`config.mk`:
```
export PLATFORM = sky130hd
export DESIGN_NAME = pipe_hazard_ctrl
export DESIGN_NICKNAME = d
export VERILOG_FILES = /design/src/rtl/pipe_pkg.sv /design/src/rtl/pipe_hazard_ctrl_hazard_cmp.sv /design/src/rtl/pipe_hazard_ctrl.sv
export SDC_FILE = /design/constraint.sdc
export NUM_CORES = 1
export LEC_CHECK = 0
export CORE_AREA = 8 8 48 50
export DETAILED_ROUTE_END_ITERATION = 8
export DIE_AREA = 0 0 56 58
export GPL_TIMING_DRIVEN = 1
export PLACE_DENSITY = 0.86
export SYNTH_ARGS = -nofsm -noshare
export SYNTH_HDL_FRONTEND = slang
export SYNTH_SLANG_ARGS = --single-unit
```
`constraint.sdc`:
```
create_clock -name clk -period 3.33 [get_ports clk]
set_clock_uncertainty 0.1 [all_clocks]
set_input_delay 0.666 -clock clk [delete_from_list [all_inputs] [get_ports clk]]
set_output_delay 0.666 -clock clk [all_outputs]
set_load 0.005 [all_outputs]
```
`src/rtl/pipe_pkg.sv`:
```
// Shared types and constants for the pipeline hazard controller.
package pipe_pkg;

  // Sequencer modes: normal issue, waiting on the multi-cycle unit, one-cycle result drain.
  typedef enum logic [1:0] {
    RUN      = 2'd0,
    MC_BUSY  = 2'd1,
    MC_DRAIN = 2'd2
  } state_t;

  // Register x0 is hard-wired to zero and never creates a dependency.
  localparam logic [4:0] REG_X0 = 5'd0;

endpackage : pipe_pkg

```
`src/rtl/pipe_hazard_ctrl_hazard_cmp.sv`:
```
// Load-use hazard detector: the EX-stage load writes a register that the ID stage reads.
module hazard_cmp
  import pipe_pkg::*;
(
  input  logic       mem_read,
  input  logic [4:0] rd,
  input  logic [4:0] rs1,
  input  logic [4:0] rs2,
  output logic       lu
);

  // A load into x0 produces nothing to forward, so it never stalls.
  assign lu = mem_read && (rd != REG_X0) && ((rd == rs1) || (rd == rs2));

endmodule : hazard_cmp

```
`src/rtl/pipe_hazard_ctrl.sv`:
```
// Central stall/flush sequencer for the 5-stage RV32 pipeline.
// Optional build macro PIPE_PERF_EN adds saturating performance counters
// (load-use stall cycles, IF flush cycles, multi-cycle busy cycles).
module pipe_hazard_ctrl
  import pipe_pkg::*;
#(
  parameter int MC_TIMEOUT = 64,
  parameter int PERF_W     = 32
) (
  input  logic       clk,
  input  logic       rst_n,
  input  logic       MemRead_ex,
  input  logic [4:0] rdAddr_ex,
  input  logic [4:0] rs1Addr_id,
  input  logic [4:0] rs2Addr_id,
  input  logic       Branch,
  input  logic       Jump,
  input  logic       mc_ex,
  input  logic       mc_done,
  output logic       PCWrite,
  output logic       IFWrite,
  output logic       IFFlush,
  output logic       IDEXWrite,
  output logic       IDFlush,
  output logic       EXFlush,
  output logic       PCSrc,
  output logic       mc_go,
  output logic       mc_err
`ifdef PIPE_PERF_EN
  ,
  output logic [PERF_W-1:0] perf_lu,
  output logic [PERF_W-1:0] perf_flush,
  output logic [PERF_W-1:0] perf_mc
`endif
);

  localparam int CNT_W = (MC_TIMEOUT > 1) ? $clog2(MC_TIMEOUT) : 1;
  localparam logic [CNT_W-1:0] MC_LAST = CNT_W'(MC_TIMEOUT - 1);

  state_t           state;
  logic [CNT_W-1:0] mc_cnt;
  logic             lu;
  logic             mc_start;

  hazard_cmp u_hazard_cmp (
    .mem_read (MemRead_ex),
    .rd       (rdAddr_ex),
    .rs1      (rs1Addr_id),
    .rs2      (rs2Addr_id),
    .lu       (lu)
  );

  // Pipeline enables/bubbles from the current mode and the hazard priority chain.
  always_comb begin
    // NOTE: every output gets a default first so no path leaves it unassigned (no latch).
    PCWrite   = 1'b1;
    IFWrite   = 1'b1;
    IDEXWrite = 1'b1;
    IFFlush   = 1'b0;
    IDFlush   = 1'b0;
    EXFlush   = 1'b0;
    PCSrc     = 1'b0;
    mc_start  = 1'b0;
    if (!rst_n) begin
      PCWrite   = 1'b0;
      IFWrite   = 1'b0;
      IDEXWrite = 1'b0;
      IFFlush   = 1'b1;
      IDFlush   = 1'b1;
      EXFlush   = 1'b1;
    end else if (state == MC_BUSY) begin
      PCWrite   = 1'b0;
      IFWrite   = 1'b0;
      IDEXWrite = 1'b0;
      EXFlush   = 1'b1;
    end else if ((state == RUN) && mc_ex) begin
      // Entering RUN->MC_BUSY is the only issue point, so one start per op.
      mc_start  = 1'b1;
      PCWrite   = 1'b0;
      IFWrite   = 1'b0;
      IDEXWrite = 1'b0;
      EXFlush   = 1'b1;
    end else if (lu) begin
      // Branch operands may depend on the load, so the redirect waits a cycle.
      PCWrite = 1'b0;
      IFWrite = 1'b0;
      IDFlush = 1'b1;
    end else if (Branch || Jump) begin
      PCSrc   = 1'b1;
      IFFlush = 1'b1;
    end
  end

  // Mode sequencer, multi-cycle start pulse, busy timer and sticky timeout flag.
  always_ff @(posedge clk) begin
    // NOTE: state is updated with non-blocking assignments so every flop samples pre-edge values.
    if (!rst_n) begin
      state  <= RUN;
      mc_go  <= 1'b0;
      mc_err <= 1'b0;
      mc_cnt <= '0;
    end else begin
      mc_go <= mc_start;
      case (state)
        RUN: begin
          mc_cnt <= '0;
          if (mc_start) state <= MC_BUSY;
        end
        MC_BUSY: begin
          if (mc_done) begin
            state <= MC_DRAIN;
          end else if (mc_cnt == MC_LAST) begin
            mc_err <= 1'b1;
            state  <= MC_DRAIN;
          end else begin
            mc_cnt <= mc_cnt + 1'b1;
          end
        end
        MC_DRAIN: begin
          mc_cnt <= '0;
          state  <= RUN;
        end
        default: state <= RUN;
      endcase
    end
  end

`ifdef PIPE_PERF_EN
  // Saturating event counters; IDFlush is raised only by a load-use stall outside reset.
  always_ff @(posedge clk) begin
    if (!rst_n) begin
      perf_lu    <= '0;
      perf_flush <= '0;
      perf_mc    <= '0;
    end else begin
      if (IDFlush && (perf_lu != '1))       perf_lu    <= perf_lu + 1'b1;
      if (IFFlush && (perf_flush != '1))    perf_flush <= perf_flush + 1'b1;
      if ((state == MC_BUSY) && (perf_mc != '1)) perf_mc <= perf_mc + 1'b1;
    end
  end
`endif

endmodule : pipe_hazard_ctrl

```
# After elaboration in Yosys (flattened, before gate mapping)
# Index checks and enable logic that the tools add are counted.
[classes]
add_sub_neg = 1
mul = 0
n_div = 0
magnitude_cmp = 0
eq_ne = 9
shifts = 0
muxes = 29
bitwise = 1
reduce_logical = 12
[op_table]
columns = ["cell", "n"]
rows = [
  ["two-way mux 1 bit", 22],
  ["two-way mux 6 bit", 2],
  ["case mux 6 bit (2 select lines)", 1],
  ["== test 5 bit", 2],
  ["adder 6 x 1 -> 6 bit, second input constant", 1],
  ["== test 6 bit, second input constant", 1],
  ["two-way mux 2 bit", 3],
  ["!= test 2 bit, second input constant", 3],
  ["AND reduction 3 bit", 2],
  ["nonzero test 5 bit", 1],
  ["case mux 2 bit (2 select lines)", 1],
  ["logical AND 1 bit", 3],
  ["!= test 3 x 2 -> 1 bit, second input constant", 1],
  ["== test 2 x 1 -> 1 bit, second input constant", 1],
  ["== test 2 bit, second input constant", 1],
  ["zero test 2 bit", 1],
  ["logical OR 1 bit", 2],
  ["AND reduction 2 bit", 1],
  ["nonzero test 2 bit", 1],
  ["OR reduction 2 bit", 1],
  ["NOT 1 bit", 1],
]
[word_totals]
ff_bits = 10
latchBits = 0
ram_bits = 0
mem_bits_ro = 0
output_inout_bits = 9
elab_cells = 56
n_memories = 0

# Depth between registers and ports, before layout
# Gate-level depths: netlist of run 1.
[logic_depth]
ltp_word = 7
ltp_mapped = 5
depth_no_buf = 5

# Cells and area by module
# From an unflattened synthesis of run 1, not the netlist that was laid out.
[hier_totals]
cells_unflattened = 73
area_unflattened_um2 = 665.6
[by_module_without_submodules]
columns = ["mod", "n_inst", "cells_each", "area_per_inst_um2", "seq_area_each_um2"]
rows = [
  ["pipe_hazard_ctrl", 1, 56, 540.5, 200.2],
  ["hazard_cmp", 1, 17, 125.1, 0.0],
]

# Worst setup path after synthesis of run 1
# Ideal clock, no wire load.
[synth_path]
kind = "input to output"
start = "input rdAddr_ex[1]"
end = "output PCWrite"
arrival_ns = 1.739
required_ns = 2.564
path_slack_ns = 0.825
cell_stages = 4
path_buffers = 1
path_cell_list = "or4_1 o21a_1 a21oi_1 buf_4"
[synth_between]
elab_chain_cells = 7
elab_cells_between_ends = 10
[synth_rtl]
columns = ["item", "line_no", "source"]
rows = [
  ["start, declared", "pipe_hazard_ctrl.sv:13", "input logic [4:0] rdAddr_ex,"],
  ["== test 5 bit or nonzero test 5 bit (tied branches)", "pipe_hazard_ctrl_hazard_cmp.sv:13", "assign lu = mem_read && (rd != REG_X0) && ((rd == rs1) || (rd == rs2));"],
  ["logical OR 1 bit or logical AND 1 bit (tied branches)", "pipe_hazard_ctrl_hazard_cmp.sv:13", ""],
  ["logical AND 1 bit (*)", "pipe_hazard_ctrl_hazard_cmp.sv:13", ""],
  ["two-way mux 1 bit (*) (4 in series)", "--", ""],
  ["end, declared", "pipe_hazard_ctrl.sv:20", "output logic PCWrite,"],
]
# Mark *: on every way between the ends. The rest lies on a longest branch, timed or not.

# Worst setup path after layout of run 1
[layout_path]
start = "input rdAddr_ex[1]"
end = "output PCSrc"
[layout_between]
elab_chain_cells = 7
elab_cells_between_ends = 10
[layout_rtl]
columns = ["item", "line_no", "source"]
rows = [
  ["== test 5 bit or nonzero test 5 bit (tied branches)", "pipe_hazard_ctrl_hazard_cmp.sv:13", ""],
  ["logical OR 1 bit or logical AND 1 bit (tied branches)", "pipe_hazard_ctrl_hazard_cmp.sv:13", ""],
  ["logical AND 1 bit (*)", "pipe_hazard_ctrl_hazard_cmp.sv:13", ""],
  ["two-way mux 1 bit (*)", "pipe_hazard_ctrl.sv:83", "end else if (lu) begin"],
  ["two-way mux 1 bit (*)", "pipe_hazard_ctrl.sv:76", "end else if ((state == RUN) && mc_ex) begin"],
  ["two-way mux 1 bit (*)", "pipe_hazard_ctrl.sv:71", "end else if (state == MC_BUSY) begin"],
  ["two-way mux 1 bit (*)", "pipe_hazard_ctrl.sv:64", "if (!rst_n) begin"],
  ["end, declared", "pipe_hazard_ctrl.sv:26", "output logic PCSrc,"],
]
# Marked as above.

==> metrics.md, run 1 <==
| Metric | Value |
|---|---|
| Mean Syn Cell Area | 8.613 um^2 |
| R2r startpoint | mc_cnt[0] |
| Initial Utilization | 36.82% |
| Slowest cell on the critical path | sky130_fd_sc_hd__or4_1 |
| Crit path buffers/inverters | 3 |
| Proportion of layout cells with a drive suffix above 1 | 12.26% |
| Number of placed instances with taps included | 119 |
| IR drop worst, VDD | 0.1491 mV |
| # clock sinks | 10 |
| Reported max-cap violation count | 0 |
| Main area contributors after synthesis | sky130_fd_sc_hd__dfxtp_1, sky130_fd_sc_hd__xnor2_1, sky130_fd_sc_hd__nor2_1 |
| IO Port Bufs | 30 |
| Chip Width | 56 um |
| WL per Instance | 13.71 um |
| Diodes inserted | 0 |
| Net count after synthesis | 92 |
| Clk_lat worst skew | 0.27 ns |
| Stages on the worst setup path | 6 |
| Synth cell types | 27 |
| Final standard cell area without fillers | 973.4 um^2 |
| Detailed-placement wirelength estimate | 1423 um |
| Run status | complete, no violations |
| Final count of negative-setup-slack endpoints | 0 |
| Period Utilization, post-route | 97.51% |
| Number of global-route vias before repair | 628 |
| WP data arrival | 2.48 ns |
| Vias per inst | 5.138 |
| Floorplan die height | 58 um |
| Sum of routed wire length over all layers | 1686 um |
| Data required, critical path | 2.56 ns |
| CTS Root Buffer Type | sky130_fd_sc_hd__clkbuf_4 |
| Via count of the routed design | 632 |
| Worst slew margin relative to its limit | 79.20% |
| TritonCTS Buffers | 3 |
| Register area share after synthesis | 33.68% |
| Number of cells in the finished layout apart from fillers | 123 |
| GRT overflow | 0 |
| Top Ports | 31 |
| Final setup slack of the worst path | 0.08289 ns |
| Internal reg-to-reg setup slack | 1.72 ns |
| Area of the mapped netlist | 594.3 um^2 |
| Maximum fanout along the worst path | 4 |
| Critical path startpoint | rdAddr_ex[1] |
| Capture point of the critical path | PCSrc |
| Critical Path End Type | output port |
| Number of hold buffers added after CTS | 0 |
| Final cell utilization of the core | 60.31% |
| Std-Cell Rows | 15 |
| Pwr/cell area | 297.7 nW/um^2 |
| Core region area | 1614 um^2 |
| Global router's overall resource usage | 10.33% |
| Cell depth of the worst flop-to-flop path | 5 |
| Hold Vio Cnt, Final | 0 |
| Post-place instance area | 938.4 um^2 |
| Flop and latch count out of synthesis | 10 |
| Proportion of synthesized flip-flops having asynchronous set or reset | 0% |
| TritonCTS clock tree | done |
| Largest net degree at the start of global routing | 8 |
| Cell count after synthesis | 69 |
| Top cell type's share of synthesized area | 33.68% |
| First-pass GRT wire length | 2691 um |
| Class of the worst hold path | reg -> reg |
| Cell family with the largest share of critical-path delay | buffers and inverters |
| Reg-to-Reg End | mc_cnt[1] |
| Critical Setup Path Class | in -> out |
| Max-slew violations | 0 |
| Slowest cell delay on critical path | 0.53 ns |
| Min Tclk post-route | 3.247 ns |
| Highest-count cells in the layout ignoring fill and taps | sky130_fd_sc_hd__clkdlybuf4s50_1, sky130_fd_sc_hd__xnor2_1, sky130_fd_sc_hd__dfxtp_1, sky130_fd_sc_hd__nor2_1, sky130_fd_sc_hd__nand2_1 |
| Remaining DRCs | 0 |
| Number of antenna violations at the first check in global routing | 0 |
| Cells along the critical path | clkdlybuf4s50_1 -> or4_1 -> o21a_1 -> buf_4 -> a211oi_2 -> dlygate4sd2_1 |
| RSZ-0062 raised after global routing | no |
| First-pass iteration count of the detailed router | 3 |
| Yosys warning count | 0 |
| Final ANT Viol Nets | 0 |
| Most frequent standard cell in the layout excluding fill and tap cells | sky130_fd_sc_hd__clkdlybuf4s50_1 |
| CTS HTree Levels | 1 |
| Number of nets in the layout | 131 |
| Placer congestion estimate | 0.7577 |
| Leakage component of the power | 0.3785 nW |
| Worst Hold Slack | 0.3869 ns |
| Post-CTS clock slew at the launch and capture registers of the worst setup and hold paths | 0.06 ns |
| Maximum clock frequency | 308.0 MHz |
| Top flip-flop cell by instance count after synthesis | sky130_fd_sc_hd__dfxtp_1 |
| Largest buffer count on any clock path | 2 |
| DRT iter0 DRCs | 11 |
| Worst setup slack before clock tree synthesis | -0.05988 ns |
| Number of synthesized flops with an enable pin | 0 |
| Cell taking the most area after synthesis | sky130_fd_sc_hd__dfxtp_1 |
| Transition at the pin with the smallest max-transition slack | 0.3097 ns |
| Die outline area | 3248 um^2 |
| Setup crit start kind | input port |
| Area added between synthesis and finish | 63.79% |
## how the worst min path moves through the flow
stage	cells past startpoint	start	endpoint
2_1_floorplan	1	state[1]	state[1]
3_3_place_gp	2	mc_err	mc_err
3_5_place_dp	2	mc_err	mc_err
4_1_cts	2	mc_err	mc_err
5_1_grt	2	mc_err	mc_err
6_report	2	mc_err	mc_err
## power by group
| part | leakage (nW) | internal [W] | switching, W |
|---|---|---|---|
| clock network | 0.0138 | 0.0000417 | 0.0000409 |
| logic | 0.284 | 0.0000517 | 0.0000304 |
| registers | 0.0811 | 0.000123 | 0.00000257 |
| total | 0.378 | 0.000216 | 0.0000738 |
## cell type report
cell class / instances / area, um^2
multi-input combinational: 56 / 382.9
inverter: 2 / 7.507
timing repair buffer: 35 / 339.1
clock buffer: 3 / 22.52
tap: 17 / 21.27
fill: 137 / 640.6
sequential: 10 / 200.2
## registers in the layout (all words and copies together) (netlist names)
| signal | flops |
|---|---|
| mc_go | 1 |
| mc_cnt | 6 |
| state | 2 |
| mc_err | 1 |
## kinds of logic (layout without fill, tap and decap cells)
family / Yosys count / in the layout / synth area share (%)
and+or+nand+nor: 24 / 24 / 19.37
AOI/OAI and AO/OA: 17 / 17 / 21.48
xor gates and xnor gates: 13 / 13 / 19.16
DFF: 10 / 10 / 33.68
buffers and inverters: 3 / 40 / 2.527
adders and majority gates: 1 / 1 / 2.105
muxes: 1 / 1 / 1.684
## cells in the mapped netlist, types with 2 or more instances
library cell / instances
sky130_fd_sc_hd__xnor2_1: 13
sky130_fd_sc_hd__dfxtp_1: 10
sky130_fd_sc_hd__nand3_1: 4
sky130_fd_sc_hd__a21oi_1: 4
sky130_fd_sc_hd__nand2_1: 6
sky130_fd_sc_hd__or4_1: 2
sky130_fd_sc_hd__nor2_1: 7
sky130_fd_sc_hd__nor3_1: 2
sky130_fd_sc_hd__inv_1: 2
sky130_fd_sc_hd__a211oi_1: 2
## worst register-to-register path: stages, from the launching register on
cell	delay (ns)
sky130_fd_sc_hd__dfxtp_1	0.33
sky130_fd_sc_hd__ha_1	0.24
sky130_fd_sc_hd__and4_1	0.27
sky130_fd_sc_hd__a21oi_2	0.28
sky130_fd_sc_hd__mux2i_1	0.23
sky130_fd_sc_hd__nor2_1	0.05
## what timing repair did
item                                    in CTS  in global routing
pin swaps                                    1                  1
gates resized for setup                      4                  2
endpoints found under the setup margin       3                  3
setup buffers                                1                  0
## stage by stage
| step | setup TNS, ns | power, W |
|---|---|---|
| 2_1_floorplan | 0 | 0.0001600 |
| 3_3_place_gp | -0.01370 | 0.0002090 |
| 3_5_place_dp | -0.1404 | 0.0002113 |
| 4_1_cts | 0 | 0.0002934 |
| 5_1_grt | 0 | 0.0003039 |
| 6_report | 0 | 0.0002898 |
## metal layers
| layer | vias to the layer above | track usage, % | share of wire, % |
|---|---|---|---|
| met2 | 9 | 20.44 | 57 |
| li1 | 327 | - | - |
| met5 | - | 0 | 0 |
| met4 | 0 | 5.155 | 1.8 |
| met1 | 291 | 9.011 | 39 |
| met3 | 5 | 3.275 | 2.3 |
(Power assumes the default switching activity.)
==> run 2, diff against run 1 <==
CORE_AREA = 2 2 42 44   (was 8 8 48 50)
DIE_AREA = 0 0 44 46   (was 0 0 56 58)
==> run 2 against run 1 <==
Hold slack gained 0.0010 ns. Die area shrank 38%. Utilization grew 0.23 points. Sequential power barely moved. Flip-flop and latch count unchanged. Fmax shrank 1.3%. Worst setup slack lost 0.043 ns. First-iteration DRC count decreased by 91%. Via count shrank 0.16%. Power grew 7.8%. Global-route usage rose by 4.5 points.
==> metrics.md, run 2 (synthesis gave the netlist of run 1 again) <==
| Metric | Value |
|---|---|
| TritonCTS clock tree | done |
| CTS Root Buffer Type | sky130_fd_sc_hd__clkbuf_4 |
| Combinational group share of total power | 25.6% |
| WP data arrival | 2.52 ns |
| DRT iter0 DRCs | 1 |
| Final standard cell area without fillers | 977.2 um^2 |
| Min Tclk post-route | 3.290 ns |
| Proportion of layout cells with a drive suffix above 1 | 12.38% |
| Critical Setup Path Class | in -> out |
| Top Ports | 31 |
| Max reg flops | 6 |
| First-pass iteration count of the detailed router | 4 |
| Placer congestion estimate | 0.8039 |
| Transition at the pin with the smallest max-transition slack | 0.2842 ns |
| Global router's overall resource usage | 14.78% |
| TritonCTS Buffers | 3 |
| Vias per inst | 5.172 |
| First-pass GRT wire length | 2214 um |
| GRT overflow | 0 |
| Seq pwr share | 40.0% |
| Maximum fanout along the worst path | 4 |
| Filler cells | 158 |
| Final cell utilization of the core | 60.54% |
| Sw Pwr | 0.00007278 W |
| Sum of routed wire length over all layers | 1440 um |
| Number of hold buffers added after CTS | 0 |
| Final count of negative-setup-slack endpoints | 0 |
| Worst Hold Slack | 0.3879 ns |
| Largest Register | mc_cnt |
| Largest buffer count on any clock path | 2 |
| Cell depth of the worst flop-to-flop path | 5 |
| Number of antenna violations at the first check in global routing | 0 |
| WL per Instance | 11.80 um |
| Detailed-placement wirelength estimate | 1206 um |
| Maximum clock frequency | 304.0 MHz |
| Highest-count cells in the layout ignoring fill and taps | sky130_fd_sc_hd__clkdlybuf4s50_1, sky130_fd_sc_hd__xnor2_1, sky130_fd_sc_hd__dfxtp_1, sky130_fd_sc_hd__nor2_1, sky130_fd_sc_hd__nand2_1 |
| Worst slew margin relative to its limit | 80.80% |
| Cell count of the worst hold path | 2 |
| Post-place instance area | 930.9 um^2 |
| Critical Path End Type | output port |
| Via count of the routed design | 631 |
| Post-CTS clock slew at the launch and capture registers of the worst setup and hold paths | 0.07 ns |
| Pwr/cell area | 319.8 nW/um^2 |
| Chip Width | 44 um |
| Leakage component of the power | 0.3864 nW |
| Floorplan die height | 46 um |
| Seq. cell area | 200.2 um^2 |
| RSZ-0062 raised after global routing | no |
| Number of global-route vias before repair | 572 |
| Data required, critical path | 2.56 ns |
| Max-slew violations | 0 |
| Number of nets in the layout | 129 |
| Core region area | 1614 um^2 |
| CTS HTree Levels | 1 |
| Run status | complete, no violations |
| IO Port Bufs | 30 |
| Class of the worst hold path | reg -> reg |
| Initial Utilization | 36.82% |
| Hold Vio Cnt, Final | 0 |
| Area added between synthesis and finish | 64.42% |
| Period Utilization, post-route | 98.79% |
| # clock sinks | 10 |
| Setup crit start kind | input port |
| Std-Cell Rows | 15 |
| Clk_lat worst skew | 0.26 ns |
| Switching part of the total power | 23.29% |
| Most frequent standard cell in the layout excluding fill and tap cells | sky130_fd_sc_hd__clkdlybuf4s50_1 |
| Die outline area | 2024 um^2 |
| Portion of total power attributed to the clock network | 34.4% |
| Total area of multi-input combinational cells | 384.1 um^2 |
| IR drop worst, VDD | 0.2865 mV |
| Remaining DRCs | 0 |
| Final ANT Viol Nets | 0 |
| Reported max-cap violation count | 0 |
| Internal power | 0.0002397 W |
| Diodes inserted | 0 |
| Largest net degree at the start of global routing | 8 |
| Top Registers | mc_cnt x6, state x2 |
## run 2: changes by cell type in the layout (fill, tap and decap cells not counted)
cell	delta
sky130_fd_sc_hd__o21a_1	-1
sky130_fd_sc_hd__clkbuf_8	+1
sky130_fd_sc_hd__dlymetal6s2s_1	+1
sky130_fd_sc_hd__buf_4	-2
sky130_fd_sc_hd__o21a_2	+1
sky130_fd_sc_hd__dlygate4sd2_1	-1
## run 2: area by class of cell
type / count / area share, %
inverters: 2 / 0.7682
multi-input cells: 56 / 39.31
repair buffers: 33 / 33.55
flip-flops and latches: 10 / 20.49
clock buffers: 4 / 3.713
well taps: 17 / 2.177
## run 2: power groups by stage
stage          Combinational (W)  Sequential [W]  Clock [W]
4_1_cts                0.0000813        0.000125   0.000111
6_report               0.0000799        0.000125   0.000108
5_1_grt                0.0000858        0.000125   0.000113
2_1_floorplan          0.0000325        0.000127          0
3_3_place_gp           0.0000799        0.000128          0
3_5_place_dp           0.0000816        0.000128          0
## run 2: routing by layer
layer  GRT usage (%)  routed length, um  vias up
li1                -                  -      324
met1           15.51                595      298
met2           29.12                798        9
met3           4.762                 46        0
met4           1.818                  0        0
met5               0                  0        -
## run 2: final timing paths
| path | startpoint | end | slack (ns) |
|---|---|---|---|
| setup / recovery | rdAddr_ex[3] | IDFlush | 0.04 |
| hold / removal | mc_err | mc_err | 0.39 |
| setup reg to reg | mc_cnt[0] | mc_cnt[1] | 1.70 |
| hold reg to reg | mc_err | mc_err | 0.39 |
## run 2: repair_timing
item                                    in CTS  in global routing
gates resized for setup                      3                  4
endpoints found under the setup margin       5                  4
setup buffers                                0                  0
pin swaps                                    0                  0
## run 2: worst max-delay path, cell delays in order
cell	delay [ns]
sky130_fd_sc_hd__clkdlybuf4s50_1	0.42
sky130_fd_sc_hd__or4_1	0.52
sky130_fd_sc_hd__o21a_2	0.25
sky130_fd_sc_hd__a31o_1	0.22
sky130_fd_sc_hd__clkdlybuf4s50_1	0.45
## run 2: through the flow
step                setup WS (ns)  std cells  power [W]  setup TNS [ns]
CTS                      0.006329        122  0.0003176               0
floorplan                  0.8251         69  0.0001600               0
detailed placement       -0.09451        118  0.0002095         -0.3563
global route             0.009282        122  0.0003245               0
global placement         -0.06557        118  0.0002075         -0.1602
finish                    0.04017        122  0.0003125               0
